**src/rtl/vram_arbiter.sv**
```systemverilog
// vram_arbiter: fixed-priority scanout/write arbiter in front of a single-port frame-buffer SRAM.
// Define VRAM_ARB_STALL_STATS_EN to add the stall_cnt/stall_clr writer-stall statistics.
`timescale 1ns/1ps
module vram_arbiter #(
  parameter int ADDR_W     = 19,
  parameter int DATA_W     = 6,
  parameter int FIFO_DEPTH = 4
) (
  input  logic              Clk,
  input  logic              Reset_n,
  input  logic              sc_req,
  input  logic [ADDR_W-1:0] sc_addr,
  output logic              sc_valid,
  output logic [DATA_W-1:0] sc_data,
  input  logic              wr_valid,
  input  logic [ADDR_W-1:0] wr_addr,
  input  logic [DATA_W-1:0] wr_data,
  output logic              wr_ready,
  output logic [ADDR_W-1:0] mem_addr,
  output logic              mem_we,
  output logic [DATA_W-1:0] mem_wdata,
  input  logic [DATA_W-1:0] mem_rdata,
`ifdef VRAM_ARB_STALL_STATS_EN
  input  logic              stall_clr,
  output logic [15:0]       stall_cnt,
`endif
  output logic              wr_idle
);
  localparam int PW = $clog2(FIFO_DEPTH);
  localparam logic [1:0] S_IDLE  = 2'd0;
  localparam logic [1:0] S_SCAN  = 2'd1;
  localparam logic [1:0] S_WRITE = 2'd2;
  logic [ADDR_W-1:0] q_addr [FIFO_DEPTH];
  logic [DATA_W-1:0] q_data [FIFO_DEPTH];
  logic [PW:0] wp, rp;
  logic full, empty, push, pop, req_d;
  logic [1:0] state_nx;
  // extra pointer MSB distinguishes full from empty when the low bits match
  assign full     = (wp[PW] != rp[PW]) && (wp[PW-1:0] == rp[PW-1:0]);
  assign empty    = wp == rp;
  assign wr_ready = !full;
  assign push     = wr_valid && !full;
  assign state_nx = sc_req ? S_SCAN : !empty ? S_WRITE : S_IDLE;
  assign pop      = state_nx == S_WRITE;
  assign wr_idle  = empty && !mem_we;
  assign sc_data  = mem_rdata;
  always_ff @(posedge Clk)
    if (push) begin
      q_addr[wp[PW-1:0]] <= wr_addr;
      q_data[wp[PW-1:0]] <= wr_data;
    end
  always_ff @(posedge Clk or negedge Reset_n)
    if (!Reset_n) begin
      wp        <= '0;
      rp        <= '0;
      mem_we    <= 1'b0;
      mem_addr  <= '0;
      mem_wdata <= '0;
      req_d     <= 1'b0;
      sc_valid  <= 1'b0;
    end else begin
      wp       <= wp + {{PW{1'b0}}, push};
      rp       <= rp + {{PW{1'b0}}, pop};
      mem_we   <= pop;
      req_d    <= sc_req;
      sc_valid <= req_d;
      if (state_nx == S_SCAN) mem_addr <= sc_addr;
      else if (pop) begin
        mem_addr  <= q_addr[rp[PW-1:0]];
        mem_wdata <= q_data[rp[PW-1:0]];
      end
    end
`ifdef VRAM_ARB_STALL_STATS_EN
  always_ff @(posedge Clk or negedge Reset_n)
    if (!Reset_n) stall_cnt <= '0;
    else if (stall_clr) stall_cnt <= '0;
    else if (sc_req && !empty && stall_cnt != 16'hFFFF) stall_cnt <= stall_cnt + 16'd1;
`endif
endmodule

```
**config.mk**
```make
export PLATFORM = sky130hd
export DESIGN_NAME = vram_arbiter
export DESIGN_NICKNAME = d
export VERILOG_FILES = /design/src/rtl/vram_arbiter.sv
export SDC_FILE = /design/constraint.sdc
export NUM_CORES = 1
export LEC_CHECK = 0
export ABC_AREA = 1
export CAP_MARGIN = 0
export CORE_UTILIZATION = 60
export CTS_BUF_LIST = sky130_fd_sc_hd__clkbuf_2 sky130_fd_sc_hd__clkbuf_4 sky130_fd_sc_hd__clkbuf_8
export CTS_CLUSTER_SIZE = 25
export DETAILED_ROUTE_END_ITERATION = 8
export GPL_ROUTABILITY_DRIVEN = 0
export PLACE_DENSITY = 0.88
export REMOVE_ABC_BUFFERS = 1
export SYNTH_ARGS = -nofsm -noshare
export SYNTH_HDL_FRONTEND = slang
export SYNTH_SLANG_ARGS = --single-unit
```
**constraint.sdc**
```tcl
create_clock -name Clk -period 4.1 [get_ports Clk]
set_clock_uncertainty 0.05 [all_clocks]
set_input_delay 0.82 -clock Clk [delete_from_list [all_inputs] [get_ports Clk]]
set_output_delay 0.82 -clock Clk [all_outputs]
set_load 0.02 [all_outputs]
```
# Word-level counts from Yosys, hierarchy flattened
# Memory sizes are Yosys's and may differ from the RTL's. A register that Yosys moved wholly into a read port is not among the register bits.
# Cells that the tools add are included.
[op_classes]
add_sub_neg = 2
mul = 0
div_mod_pow = 0
magnitude_cmp = 0
n_eq_ne = 5
shifts = 0
muxes = 6
n_bitwise = 1
n_reduce_logical = 8
[ops]
columns = ["op", "count"]
rows = [
  ["$mux W19", 2],
  ["$add A3 B1 Y3", 2],
  ["$mux W2", 2],
  ["$eq A3 B3 Y1", 1],
  ["$logic_and A1 B1 Y1", 3],
  ["$logic_not A1 Y1", 3],
  ["$eq A2 B1 Y1 const B", 1],
  ["$eq A2 B2 Y1", 1],
  ["$eq A2 B2 Y1 const B", 1],
  ["$mux W1", 2],
  ["$reduce_and A2 Y1", 1],
  ["$reduce_bool A2 Y1", 1],
  ["$ne A1 B1 Y1", 1],
  ["$not A1 Y1", 1],
]
[word_totals]
register_bits = 28
latch_bits = 0
mem_bits_rw = 100
rom_bits = 0
word_cells = 30
n_memories = 2
[memory_table]
columns = ["name", "words", "word_bits", "rd", "rd_clocked_by_memory_dff", "write_ports", "line_no", "text"]
rows = [
  ["q_addr", 4, 19, 1, 0, 1, "33", "logic [ADDR_W-1:0] q_addr [FIFO_DEPTH];"],
  ["q_data", 4, 6, 1, 1, 1, "34", "logic [DATA_W-1:0] q_data [FIFO_DEPTH];"],
]

# Longest topological paths before layout
[depth]
ltp_word = 6
mapped_depth = 11

# Worst setup path before layout
# OpenSTA, ideal clock, no wires.
[synth_path]
path_kind = "register to register"
startpoint = "register rp[1]"
endpoint = "memory q_addr[0][0] (enable)"
setup_ns = 0.407
arrival_ns = 2.281
required_ns = 3.643
path_slack_ns = 1.362
path_stages_with_launch = 9
n_path_buf = 1
cell_sequence = "dfrtp_1 -> buf_4 -> inv_4 -> nand2_1 -> nand2_2 -> nor2_8 -> nand3_1 -> nand2_1 -> nor2_1"
[synth_between]
elab_chain_cells = 6
[synth_lines]
columns = ["element", "line_no", "text"]
rows = [
  ["start: declaration", "35", "logic [PW:0] wp, rp;"],
  ["start signal: assignment", "63", "rp <= rp + {{PW{1'b0}}, pop};"],
  ["$eq A2 B2 Y1", "39", "assign full = (wp[PW] != rp[PW]) && (wp[PW-1:0] == rp[PW-1:0]);"],
  ["$logic_and A1 B1 Y1", "39", ""],
  ["$logic_not A1 Y1", "n/a", ""],
  ["named net wr_ready", "18", "output logic wr_ready,"],
  ["$logic_and A1 B1 Y1", "42", "assign push = wr_valid && !full;"],
  ["$mux W1", "48", "if (push) begin"],
  ["$mux W1 (implied by the code)", "49", "q_addr[wp[PW-1:0]] <= wr_addr;"],
  ["end: declaration", "33", ""],
]
# The timed path passes the listed nets, and every way through them passes these cells.

# Final worst setup path
[layout_path]
startpoint = "register rp[0]"
endpoint = "output port wr_idle"
[layout_between]
elab_chain_cells = 2
[layout_lines]
columns = ["element", "line_no", "text"]
rows = [
  ["$eq A3 B3 Y1", "40", "assign empty = wp == rp;"],
  ["$logic_and A1 B1 Y1", "45", "assign wr_idle = empty && !mem_we;"],
  ["end: declaration", "27", "output logic wr_idle"],
]
# No other way between the ends.

==> metrics.txt <==
H-tree depth reported by CTS 4; # Post-CTS Setup Buffers 0; Post-synth EDFFs 100; synth warn 0; Most used DFF post-synth edfxtp_1; Tmin final between 3 and 4 ns; first-pass GRT wire length 20400 µm; min-delay src req_d; I/O Buffers 76; setup_tns 0 ns; reg2reg setup slack 1.27 ns; CTS root buf clkbuf_8; crit share post-route 0.803; Post-CTS Resized 0; Worst Path Max Fanout 19; # setup viols final 0; clock sink count between 100 and 150; unrepaired setup endpoints after global routing false; die area around 9700 µm²; via count 4076; post-synthesis sequential area ratio 0.693; Final ANT Viol Nets 0; Reg area between 3000 and 4000 µm²; maximum VDD drop 0.000355 V; placement row count 34; hold depth 0; r2r endpoint q_addr[0][16]; total grt overflow 0; Layout Nets between 600 and 700; Layout area overhead 20.4%; number of buffers created by CTS 17; area of the multi-input gates 1480 µm²; First DRT Iteration DRCs 408; Die H 98.3 µm; maxcap violations 0; Final Hold Viols 0; R2R cell count 8; Worst Hold Class reg2reg; IO Pins 89; crit path capture type primary output; Yosys cell types 21; antenna violations before repair 0; Core Area 8850 µm²; fill count 543; slew margin rel. 0.466; worst skew pair latency 0.44 ns; ant diodes 0; Fmax achieved 0.304 GHz; leakage 2.78 nW; Arrival @ worst endpoint 2.42 ns; Critical Path RT ~3.2 ns; status finished with violations; routed wire length per instance 18.0 µm; clk buf depth 2; Detailed Routing Iterations Pass 1 9; Reg clk slew, reported paths 0.09 ns; post-synthesis instance total 510; pins over their slew limit 0; # DRC 1; FFs w/ async S/R, synth 0.254; TritonCTS clock tree yes; cell area after technology mapping 5560 µm²; WHS Endpoint sc_valid; failing checks DRC; Avg Cell Area, Syn 10.9 µm²; share of layout cells above drive strength 1 0.101; vias in the first global route slightly above 4000; hpwl dp 7990 µm; GRT Util Overall 0.286; Reg-to-Reg Start rp[1]; largest net degree at the start of global routing 51; critical path launch point type flip-flop; initial core utilization 0.628; vias per inst roughly 5.8; total power ~4.9 mW; drt total wl about 13000 µm; PwrDens 734 nW/µm²; worst slew pin tran 0.801 ns; CP Launch Point rp[0]; die width 98.3 µm; FF+latch count, synth around 130; Crit Path Category reg2out; # hold bufs at CTS 0
==> where the power goes <==
part           switching, mW  internal, mW  leakage [nW]  total (mW)
Sequential             0.212          1.86          1.32        2.07
Clock                  0.532         0.435         0.162       0.967
Combinational           1.23         0.649          1.29        1.88
==> per-layer routing <==
layer  track usage  vias up  part of all wire
met5             0        -                 0
met1         0.369     1918              0.38
li1              -     1866                 -
met2         0.461      259              0.51
met4         0.135        0             0.024
met3        0.0702       33             0.087
==> critical path: stages (launching register included) <==
cell	delay (ns)
dfrtp_1	0.77
inv_2	0.07
nand2_1	0.09
nand2_2	0.10
inv_2	0.07
nand3_2	0.14
nor2_1	0.13
clkdlybuf4s50_1	0.61
==> registers in the layout (all words and copies together) (netlist names) <==
signal     cells
q_addr        76
q_data        24
mem_addr      19
mem_wdata      6
rp             3
wp             3
mem_we         1
req_d          1
sc_valid       1
==> Yosys cell counts (3+ instances only) <==
cell type,count,area share
ha_1,4,0.0090
edfxtp_1,100,0.54
dfrtp_1,34,0.15
nand3_1,64,0.058
buf_4,8,0.011
nor2_1,5,0.0034
buf_2,12,0.011
nand2_2,3,0.0034
clkbuf_1,8,0.0054
inv_1,4,0.0027
nand4_1,19,0.021
inv_2,5,0.0034
nand2_1,233,0.16
==> worst max path at each step <==
stage | to | cells past startpoint | slack [ns]
CTS | wr_idle | 7 | 0.78
floorplan | q_addr[0][0] | 7 | 0.38
finish | wr_idle | 7 | 0.81
global placement | wr_idle | 7 | 1.32
detailed placement | q_data[0][4] | 4 | 1.26
global route | wr_idle | 7 | 0.61
==> through the flow <==
step | cells | utilization | setup WS, ns | hold slack (ns) | area [µm²]
global placement | 672 | 0.717 | 1.32 | 0.284 | 6340
floorplan | 477 | - | 0.378 | 0.281 | 5360
global route | 704 | 0.757 | 0.608 | 0.308 | 6700
finish | 704 | 0.757 | 0.806 | 0.302 | 6700
CTS | 704 | 0.757 | 0.784 | 0.304 | 6700
detailed placement | 672 | 0.717 | 1.26 | 0.288 | 6340
==> cell families after synthesis <==
kind of cell               Yosys count  share of synthesized area
DFF                                134                      0.693
and+or+nand+nor                    327                      0.252
xor gates and xnor gates             2                    0.00315
buffers and inverters               43                     0.0430
adders and majority gates            4                    0.00900
==> cell usage in the layout (no fill, tap or decap), drive strengths merged <==
master	n
nand2	236
edfxtp	100
clkdlybuf4s50	75
nand3	66
dfrtp	34
nand4	19
clkbuf	19
buf	12
inv	12
clkinvlp	6
nor2	6
clkinv	5
ha	4
xor2	2
==> cell type report <==
| class | instances | share of cell area |
|---|---|---|
| Clock buffer | 19 | 0.0372 |
| Clock inverter | 13 | 0.0153 |
| Sequential cell | 134 | 0.576 |
| Inverter | 10 | 0.00598 |
| Multi-Input combinational cell | 333 | 0.221 |
| Tap cell | 108 | 0.0202 |
| Timing Repair Buffer | 87 | 0.125 |
Power figures use the tool's default switching activity.
